<file path="src/rtl/imem_arb_pkg.sv">
// imem_arb_pkg: shared FSM state type and owner encodings for the instruction-memory arbiter
package imem_arb_pkg;
  typedef enum logic [1:0] {IDLE, READ, RESP} state_t;
  localparam logic OWN_F = 1'b0;
  localparam logic OWN_D = 1'b1;
endpackage

</file>
<file path="src/rtl/imem_rr_pick.sv">
// imem_rr_pick: two-way round-robin pick between fetch and debug requesters
module imem_rr_pick
  import imem_arb_pkg::*;
(
  input  logic i_f_valid,
  input  logic i_d_valid,
  input  logic i_last,
  output logic o_win,
  output logic o_any
);
  assign o_any = i_f_valid | i_d_valid;
  assign o_win = (i_d_valid && (!i_f_valid || i_last == OWN_F)) ? OWN_D : OWN_F;
endmodule

</file>
<file path="src/rtl/imem_arbiter.sv">
// imem_arbiter: arbitrates fetch and debug reads onto one instruction-memory port
module imem_arbiter
  import imem_arb_pkg::*;
#(
  parameter int ADDR_W = 8,
  parameter int DATA_W = 32,
  parameter int CNT_W  = 16
) (
  input  logic              clk,
  input  logic              rst_n,
  input  logic              f_req_valid,
  input  logic [ADDR_W-1:0] f_req_addr,
  output logic              f_req_ready,
  output logic              f_rsp_valid,
  output logic [DATA_W-1:0] f_rsp_data,
  input  logic              f_rsp_ready,
  input  logic              d_req_valid,
  input  logic [ADDR_W-1:0] d_req_addr,
  output logic              d_req_ready,
  output logic              d_rsp_valid,
  output logic [DATA_W-1:0] d_rsp_data,
  input  logic              d_rsp_ready,
  output logic              mem_read,
  output logic [ADDR_W-1:0] mem_addr,
  input  logic [DATA_W-1:0] mem_rdata,
  output logic              busy,
  output logic [CNT_W-1:0]  f_count,
  output logic [CNT_W-1:0]  d_count
);
  state_t            r_state, w_next;
  logic [ADDR_W-1:0] r_addr;
  logic [DATA_W-1:0] r_data;
  logic              r_owner, r_last;
  logic [CNT_W-1:0]  r_f_count, r_d_count;
  logic              w_win, w_any, w_accept, w_done;

  imem_rr_pick u_pick (
    .i_f_valid(f_req_valid),
    .i_d_valid(d_req_valid),
    .i_last   (r_last),
    .o_win    (w_win),
    .o_any    (w_any)
  );

  assign w_accept = (r_state == IDLE) && w_any;
  assign w_done   = (r_state == RESP) && (r_owner == OWN_F ? f_rsp_ready : d_rsp_ready);

  always_comb begin
    w_next = IDLE;
    if (r_state == IDLE && w_any) w_next = READ;
    else if (r_state == READ) w_next = RESP;
    else if (r_state == RESP && !w_done) w_next = RESP;
  end

  always_ff @(posedge clk or negedge rst_n)
    if (!rst_n) r_state <= IDLE;
    else r_state <= w_next;

  // last-grant resets to debug so that fetch wins the first tie
  always_ff @(posedge clk or negedge rst_n)
    if (!rst_n) begin
      r_addr    <= '0;
      r_owner   <= OWN_F;
      r_last    <= OWN_D;
      r_data    <= '0;
      r_f_count <= '0;
      r_d_count <= '0;
    end else begin
      if (w_accept) begin
        r_addr  <= (w_win == OWN_D) ? d_req_addr : f_req_addr;
        r_owner <= w_win;
        r_last  <= w_win;
      end
      if (r_state == READ) r_data <= mem_rdata;
      if (w_done && r_owner == OWN_F && r_f_count != '1) r_f_count <= r_f_count + CNT_W'(1);
      if (w_done && r_owner == OWN_D && r_d_count != '1) r_d_count <= r_d_count + CNT_W'(1);
    end

  assign f_req_ready = w_accept && (w_win == OWN_F);
  assign d_req_ready = w_accept && (w_win == OWN_D);
  assign f_rsp_valid = (r_state == RESP) && (r_owner == OWN_F);
  assign d_rsp_valid = (r_state == RESP) && (r_owner == OWN_D);
  assign f_rsp_data  = f_rsp_valid ? r_data : '0;
  assign d_rsp_data  = d_rsp_valid ? r_data : '0;
  assign mem_read    = (r_state == READ);
  assign mem_addr    = mem_read ? r_addr : '0;
  assign busy        = (r_state != IDLE);
  assign f_count     = r_f_count;
  assign d_count     = r_d_count;
endmodule

</file>
<file path="config.mk">
export PLATFORM = sky130hd
export DESIGN_NAME = imem_arbiter
export DESIGN_NICKNAME = d
export VERILOG_FILES = /design/src/rtl/imem_arb_pkg.sv /design/src/rtl/imem_rr_pick.sv /design/src/rtl/imem_arbiter.sv
export SDC_FILE = /design/constraint.sdc
export NUM_CORES = 1
export LEC_CHECK = 0
export CORE_ASPECT_RATIO = 1.4
export CORE_MARGIN = 2
export CORE_UTILIZATION = 40
export CTS_BUF_LIST = sky130_fd_sc_hd__clkbuf_4
export DETAILED_ROUTE_END_ITERATION = 8
export PLACE_DENSITY = 0.8
export SKIP_CTS_REPAIR_TIMING = 1
export SYNTH_ARGS = -nofsm -noshare
export SYNTH_HDL_FRONTEND = slang
export SYNTH_SLANG_ARGS = --single-unit
</file>
<file path="constraint.sdc">
create_clock -name clk -period 1.65 [get_ports clk]
set_input_delay 0.33 -clock clk [delete_from_list [all_inputs] [get_ports clk]]
set_output_delay 0.33 -clock clk [all_outputs]
set_load 0.02 [all_outputs]
</file>
# [After elaboration in Yosys (flattened, before gate mapping)]
# Cells that the tools add are included.
[word_totals] regBits=76 input_bits=54 output_inout_bits=110 wordCells=43
[classes] addsub=2 eq_ne=4 muxes=9 bitwise_logic=4 n_reduce_logical=17
[op_table] op="32-bit two-way mux" n=2
[op_table] op="16-bit by 1-bit adder with 16-bit output, second input constant" n=2
[op_table] op="16-bit != test, second input constant" n=2
[op_table] op="8-bit two-way mux" n=2
[op_table] op="1-bit logical AND" n=12
[op_table] op="2-bit two-way mux" n=3
[op_table] op="1-bit NOT" n=3
[op_table] op="2-bit by 1-bit equality test with 1-bit output, second input constant" n=1
[op_table] op="2-bit equality test, second input constant" n=1
[op_table] op="1-bit logical NOT" n=2
[op_table] op="2-bit logical NOT" n=1
[op_table] op="1-bit two-way mux" n=2
[op_table] op="2-bit nonzero test" n=1
[op_table] op="1-bit logical OR" n=1
[op_table] op="1-bit bitwise OR" n=1

# [Depth between registers and ports, before layout]
[logic_depth] depth_word=7 mapped_depth=6 ltp_nobuf=5

# [Cells and area by module]
# A second synthesis with hierarchy kept.
[unflattened] cells_unflattened=346 area_unflattened_um2=3766.1
[modules_own_cells] mod="imem_arbiter" n_inst=1 cells_per_inst=344 area_each_um2=3752.3 seq_area_each_um2=1903.1
[modules_own_cells] mod="imem_rr_pick" n_inst=1 cells_per_inst=2 area_each_um2=13.8 seq_area_each_um2=0.0

# [Worst setup path after synthesis]
# No wires, ideal clock.
[synth_timing] kind="register to output" start="register r_state[0]" end="output port f_rsp_data[22]" arrival_ns=1.531 t_required_ns=1.320 setup_slack_ns=-0.211 path_stages_with_launch=6 n_path_buf=2 path_cell_list="dfrtp_1 nor2b_1 buf_2 nor2b_1 clkbuf_1 and2_1"
[synth_between] elab_chain_len=3
[synth_lines] element="from (decl)" line_no="imem_arbiter.sv:30" source="state_t r_state, w_next;"
[synth_lines] element="from (signal assigned)" line_no="imem_arbiter.sv:57" source="else r_state <= w_next;"
[synth_lines] element="2-bit equality test" line_no="imem_arbiter.sv:81" source="assign f_rsp_valid = (r_state == RESP) && (r_owner == OWN_F);"
[synth_lines] element="1-bit logical AND" line_no="imem_arbiter.sv:81"
[synth_lines] element="named net f_rsp_valid" line_no="imem_arbiter.sv:14" source="output logic f_rsp_valid,"
[synth_lines] element="32-bit two-way mux" line_no="imem_arbiter.sv:83" source="assign f_rsp_data = f_rsp_valid ? r_data : '0;"
[synth_lines] element="to (decl)" line_no="imem_arbiter.sv:15" source="output logic [DATA_W-1:0] f_rsp_data,"
# The timed path passes the listed nets, and every way through them passes these cells.

# [Worst setup path in the final report]
[layout_timing] start="register r_state[0]" end="output port mem_addr[4]"
[layout_between] elab_chain_len=2
[layout_lines] element="2-bit by 1-bit equality test with 1-bit output" line_no="imem_arbiter.sv:85" source="assign mem_read = (r_state == READ);"
[layout_lines] element="8-bit two-way mux" line_no="imem_arbiter.sv:86" source="assign mem_addr = mem_read ? r_addr : '0;"
[layout_lines] element="to (decl)" line_no="imem_arbiter.sv:24" source="output logic [ADDR_W-1:0] mem_addr,"
# Every way passes these cells.

==> results <==
-- kinds of logic after synthesis --
family                   after synthesis  share of synthesized area
buffers and inverters                 31                     0.0324
flip-flops                            76                      0.504
AND/OR/NAND/NOR                      156                      0.256
AO/OA/AOI/OAI                         15                     0.0331
multiplexers                          36                      0.108
XOR/XNOR                              26                     0.0603
adder cells (fa/ha/maj)                2                    0.00662
-- metal layers --
metal | up-vias | share of wire
met4 | 0 | 0.018
met5 | - | 0
li1 | 1650 | -
met1 | 1739 | 0.38
met2 | 122 | 0.55
met3 | 20 | 0.052
-- power by group through the flow --
| stage | Clock (uW) | Combinational [uW] | Sequential (uW) |
|---|---|---|---|
| after floorplan | 0 | 2340 | 3010 |
| after global placement | 0 | 4360 | 2940 |
| after detailed placement | 0 | 4490 | 3000 |
| after CTS | 1260 | 4510 | 2960 |
| after global routing | 1350 | 4990 | 3070 |
| final | 1220 | 4650 | 2990 |
-- layout by cell type, fill, tap and decap left out, types with 3 or more instances in the layout --
master	instances
a222oi_1	8
and2_1	41
and3_1	33
buf_12	4
buf_2	9
buf_4	65
buf_6	39
clkbuf_2	30
clkbuf_4	9
clkdlybuf4s50_1	52
clkinv_1	3
dfrtp_1	64
dfrtp_2	11
dlymetal6s2s_1	32
inv_1	11
mux2_2	34
nand2_1	12
nand3_1	4
nand4_1	11
nor2b_4	4
nor3_1	4
nor3_2	3
nor3_4	8
nor4_4	5
xor2_1	25
-- worst reg2reg max path, cell delays in order, from the launching register on --
cell,delay (ns)
dfrtp_1,0.42
buf_4,0.14
buf_6,0.11
and4bb_2,0.32
buf_6,0.11
nand3_4,0.12
buf_6,0.18
nor3_4,0.17
xor2_1,0.20
-- metrics by stage --
stage / instances / setup TNS (ns)
6_report: 680 / -22.09
5_1_grt: 680 / -32.42
4_1_cts: 668 / -72.42
3_5_place_dp: 652 / -29.73
3_3_place_gp: 652 / -23.85
2_1_floorplan: 342 / -0.00502
-- flip-flops by register name, summed over array words and instances (netlist names) --
signal   flops
r_owner      1
r_data      32
r_addr       8
r_state      2
f_count     16
d_count     16
r_last       1
-- final cells by class --
cell class	count	area, um^2
clock inverters	7	81.3
multi-input cells	235	2080
repair buffers	232	2130
clock buffers	9	67.6
inverters	11	41.3
flip-flops and latches	76	1920
fillers	671	2840
well taps	110	138
-- final timing paths --
check | from | endpoint | slack [ns] | cells past startpoint
hold reg to reg | f_count[11] | f_count[11] | 0.49 | 1
max in group asynchronous | rst_n | r_last | 0.68 | 3
setup reg to reg | r_state[0] | f_count[13] | -0.21 | 8
setup / recovery | r_state[0] | mem_addr[4] | -0.35 | 6
hold / removal | rst_n | r_data[25] | 0.36 | 2
min in group clk | f_count[11] | f_count[11] | 0.49 | 1
==> results_dict.tcl <==
set metrics [dict create \
    required_ns 1.32 \
    placed_area_um2 5970 \
    groute.usage.overall 0.214 \
    io_pins 164 \
    drv_cap 0 \
    post-place-ws_ns -0.373 \
    gp_congestion 0.823 \
    antenna_found_initial 0 \
    fin_worst_skew_ns 0.0153 \
    hpwl_um 8170 \
    fin_crit_ns 2.00 \
    port_buffers 163 \
    cts-root-buf "clkbuf_4" \
    initial_core_util 0.406 \
    grt_pass1_vias 3586 \
    internal_power_uw 5530 \
    violations "negative setup slack" \
    rows 42 \
    dieWidth_um 86.1 \
    area_delta_synth_final_pct 71.0 \
    async_reset_ff_frac 1.00 \
    max-slew-margin-rel 0.647 \
    end_kind "output port" \
    seq_power_share 0.337 \
    syn_avg_cell_area_um2 11.0 \
    cts_tree "done" \
    leakage_uw 0.00363 \
    first_pass_iters 8 \
    synth_common_cells "dfrtp_1, and2_1, and3_1, mux2_2, xor2_1" \
    grt_pass1_wl_um 17200 \
    layout.core_utilization 0.695 \
    path_cells "buf_4 -> buf_6 -> nor2b_4 -> buf_4 -> and2_1 -> buf_6" \
    coreArea_um2 9300 \
    top_usage_layer "met2" \
    die_h_um 119 \
    die_area_um2 10300 \
    synth.area.top_cells "dfrtp_1, mux2_2, and2_1" \
    syn_area_um2 3780 \
    drt_iter0_markers 150 \
    power_density_nw_per_um2 1370 \
    synth_cells 342 \
    drv_slew 0 \
    grt_setup_unrepaired "yes" \
    synth_edf_count 0 \
    use_met1 0.246 \
    crit_arrival_ns 1.67 \
    setup_viol 105 \
    nets 621 \
    path_class "flop to output port" \
    combPwrFrac 0.525 \
    slowest_delay_ns 0.42 \
    wl_per_cell_um 16.9 \
    synth_top_cell_area_share 0.497 \
    cts_inserted_buffers 9 \
    worst-path-buf-inv 4 \
    fmax_ghz 0.499 \
    hold_viol_final 0 \
    ant_nets 0 \
    cts_buffer_depth 2 \
    layout-drive-gt1-share 0.446 \
    yosysSeqAreaShare 0.504 \
    setup_slack_ns -0.354 \
    critPathLaunchType "flop" \
    synth_most_common_cell "dfrtp_1" \
    via_count 3531 \
    fin_crit_sh 1.21 \
    routed_wl_um 11500 \
    diodes 0 \
    synth_top_area_cell "dfrtp_1" \
    crit_family "buffers and inverters" \
    critPathSlowestCell "dfrtp_1" \
    met3_usage 0.0388 \
    yosysWarnings 0 \
    cts_num_sinks 76 \
    use_met2 0.385 \
    cts_htree_levels 3 \
    min_path_type "input port to asynchronous set/reset pin" \
    synthDistinctLibCells 37 \
    crit_fanout 6 \
    final_area_um2 6460 \
    clk_pin_slew_ns 0.11 \
    syn_nets 398 \
    power_uw 8860 \
    grt_max_degree 38 \
    overflow 0 \
    power.switching_uw 3330 \
    synth-main-ff-cell "dfrtp_1" \
    vias_per_cell 5.19 \
    fin_hold_ws_ns 0.355 \
    p_sw_frac 0.376 \
    drc 0 \
    peakVddDrop_mv 0.933 \
    worstMarginPinSlew_ns 0.528 \
    ys_ff_latch 76 \
    clk-insertion-delay-late_ns 0.43 \
    power.share.clock 0.138 \
    status "finished with violations" \
]
No activity file was read; power rests on OpenSTA's default activity.
==> RTL change (config.mk and constraints unchanged) <==
Re-encode `state_t` (3 states) as one-hot, 3 bits wide.
--- a/src/rtl/imem_arb_pkg.sv
+++ b/src/rtl/imem_arb_pkg.sv
@@ -1,5 +1,5 @@
 // imem_arb_pkg: shared FSM state type and owner encodings for the instruction-memory arbiter
 package imem_arb_pkg;
-  typedef enum logic [1:0] {IDLE, READ, RESP} state_t;
+  typedef enum logic [2:0] {IDLE = 3'b001, READ = 3'b010, RESP = 3'b100} state_t;
   localparam logic OWN_F = 1'b0;
   localparam logic OWN_D = 1'b1;
Behaviour: same outputs for any inputs over 10 cycles, from zero or initial values and one cycle with rst_n low; not proved beyond that.
==> RTL change against the original RTL <==
- fmax fell by 14%
- sequential cell count increased by 1
- final area rose by 7.9%
- routed wire length is 8.6% higher
- synthesized area is 0.73% higher
- worst setup slack got worse by 320 ps
- first-iteration DRC count fell by 15%
- the flow still finishes with violations (negative setup slack)
- total power is 22% lower
==> RTL change: results (changes against the original RTL) <==
* Cell Area, Placed at 6080 sq um (was 5970 sq um)
* Worst Setup SP: r_state[1]$_DFF_PN0_ (was r_state[0]$_DFF_PN0_)
* Worst min path class: primary input to async pin (unchanged)
* Layout filler cell count at 642 (was 671)
* Via density at 5.23 (was 5.19)
* Syn Nets at 401 (was 398)
* Commonest cells in the netlist: 75 x dfrtp_1, 72 x and2_1, 37 x mux2_2, 18 x inv_1, 17 x xor2_1 (was 75 x dfrtp_1, 42 x and2_1, 35 x and3_1, 35 x mux2_2, 25 x xor2_1)
* Slew @ Worst Pin at 752 ps (was 528 ps)
* Critical Path AT at 2660 ps (was 1670 ps)
* TNS Setup at -55100 ps (was -22090 ps)
* CP max FO at 2 (was 6)
* Drt pass-1 iters at 4 (was 8)
* First-pass GRT wire length at 16900 um (was 17200 um)
* Layout cells sized above 1 at 0.534 (was 0.446)
* GRT Total Usage at 0.208 (was 0.214)
* Register area share after synthesis at 0.507 (was 0.504)
* Clk_lat worst skew at 430 ps (about the same)
* Setup ws final at -676 ps (was -354 ps)
* Peak VDD IR at 921 uV (was 933 uV)
* Synth unique cells at 34 (was 37)
* Drt total wl at 12500 um (was 11500 um)
* Leak at 0.00366 uW (was 0.00363 uW)
* Status: complete, but fails checks (unchanged)
* Failing checks: negative setup slack (unchanged)
* HPWL Detailed at 8140 um (was 8170 um)
* Clock Skew at 13.8 ps (was 15.3 ps)
* Vias in the first global route at 3505 (was 3586)
* Final #Nets at 633 (was 621)
* Final setup viols at 118 (was 105)
* Gpl congestion at 0.804 (was 0.823)
* First DRT Iteration DRCs at 127 (was 150)
* Largest net degree at the start of global routing at 41 (was 38)
## RTL change: cell count changes in the layout (fill, tap and decap cells not counted), moves of 9 or more
cell,before,now
and2_4,1,27
clkbuf_2,30,0
buf_2,9,0
and3_1,33,4
and2_2,0,28
and2_1,41,17
buf_6,39,72
## RTL change: area by class of cell
type                       count  area (sq um)  share of cell area
timing repair buffer         235          2480               0.356
multi-input combinational    236          2240               0.321
sequential                    77          1940               0.278
tap                          110           138              0.0197
clock buffer                  10          75.1              0.0108
inverter                      18          71.3              0.0102
clock inverter                 6          30.0             0.00431
## RTL change: kinds of logic (layout without fill, tap and decap cells)
family          after synthesis  count (layout)  synth area share
simple gates                152             152             0.244
flops                        77              77             0.507
mux                          39              39             0.115
buf+inv                      32             269            0.0316
xor+xnor                     25              25            0.0595
compound gates               18              18            0.0368
fa+ha+maj                     2               2           0.00657
## RTL change: layer usage
layer / share of wire / vias to the layer above / global-route usage
met2: 0.56 / 132 / 0.383
met4: 0.023 / 0 / 0.0840
met3: 0.051 / 18 / 0.0333
li1: - / 1664 / -
met5: 0 / - / 0
met1: 0.36 / 1803 / 0.234
## RTL change: final timing paths
check,end,slack (ps),cells after the start
setup / recovery,f_count[12]$_DFFE_PN0P_,-680,6
hold / removal,f_count[12]$_DFFE_PN0P_,370,2
setup reg to reg,f_count[12]$_DFFE_PN0P_,-680,6
hold reg to reg,d_count[15]$_DFFE_PN0P_,500,1
max in group asynchronous,r_data[11]$_DFFE_PN0N_,720,3
min in group clk,d_count[15]$_DFFE_PN0P_,500,1
## RTL change: per-stage QoR
| step | std cells | setup slack (ps) | hold WS [ps] |
|---|---|---|---|
| floorplan | 345 | -405 | 34.4 |
| global placement | 657 | -588 | 273 |
| detailed placement | 657 | -621 | 279 |
| CTS | 673 | -1120 | -206 |
| global route | 692 | -752 | 371 |
| finish | 692 | -676 | 368 |
## RTL change: critical path, stage by stage (launching register included)
cell,delay [ps]
dfrtp_1,410
or4b_4,560
buf_4,150
buf_6,110
or4_4,520
or3_4,350
xnor2_2,130
## RTL change: power by group
part	internal [uW]	switching (uW)
Clock	309	650
Sequential	2520	427
Combinational	1710	1290
Total	4530	2370
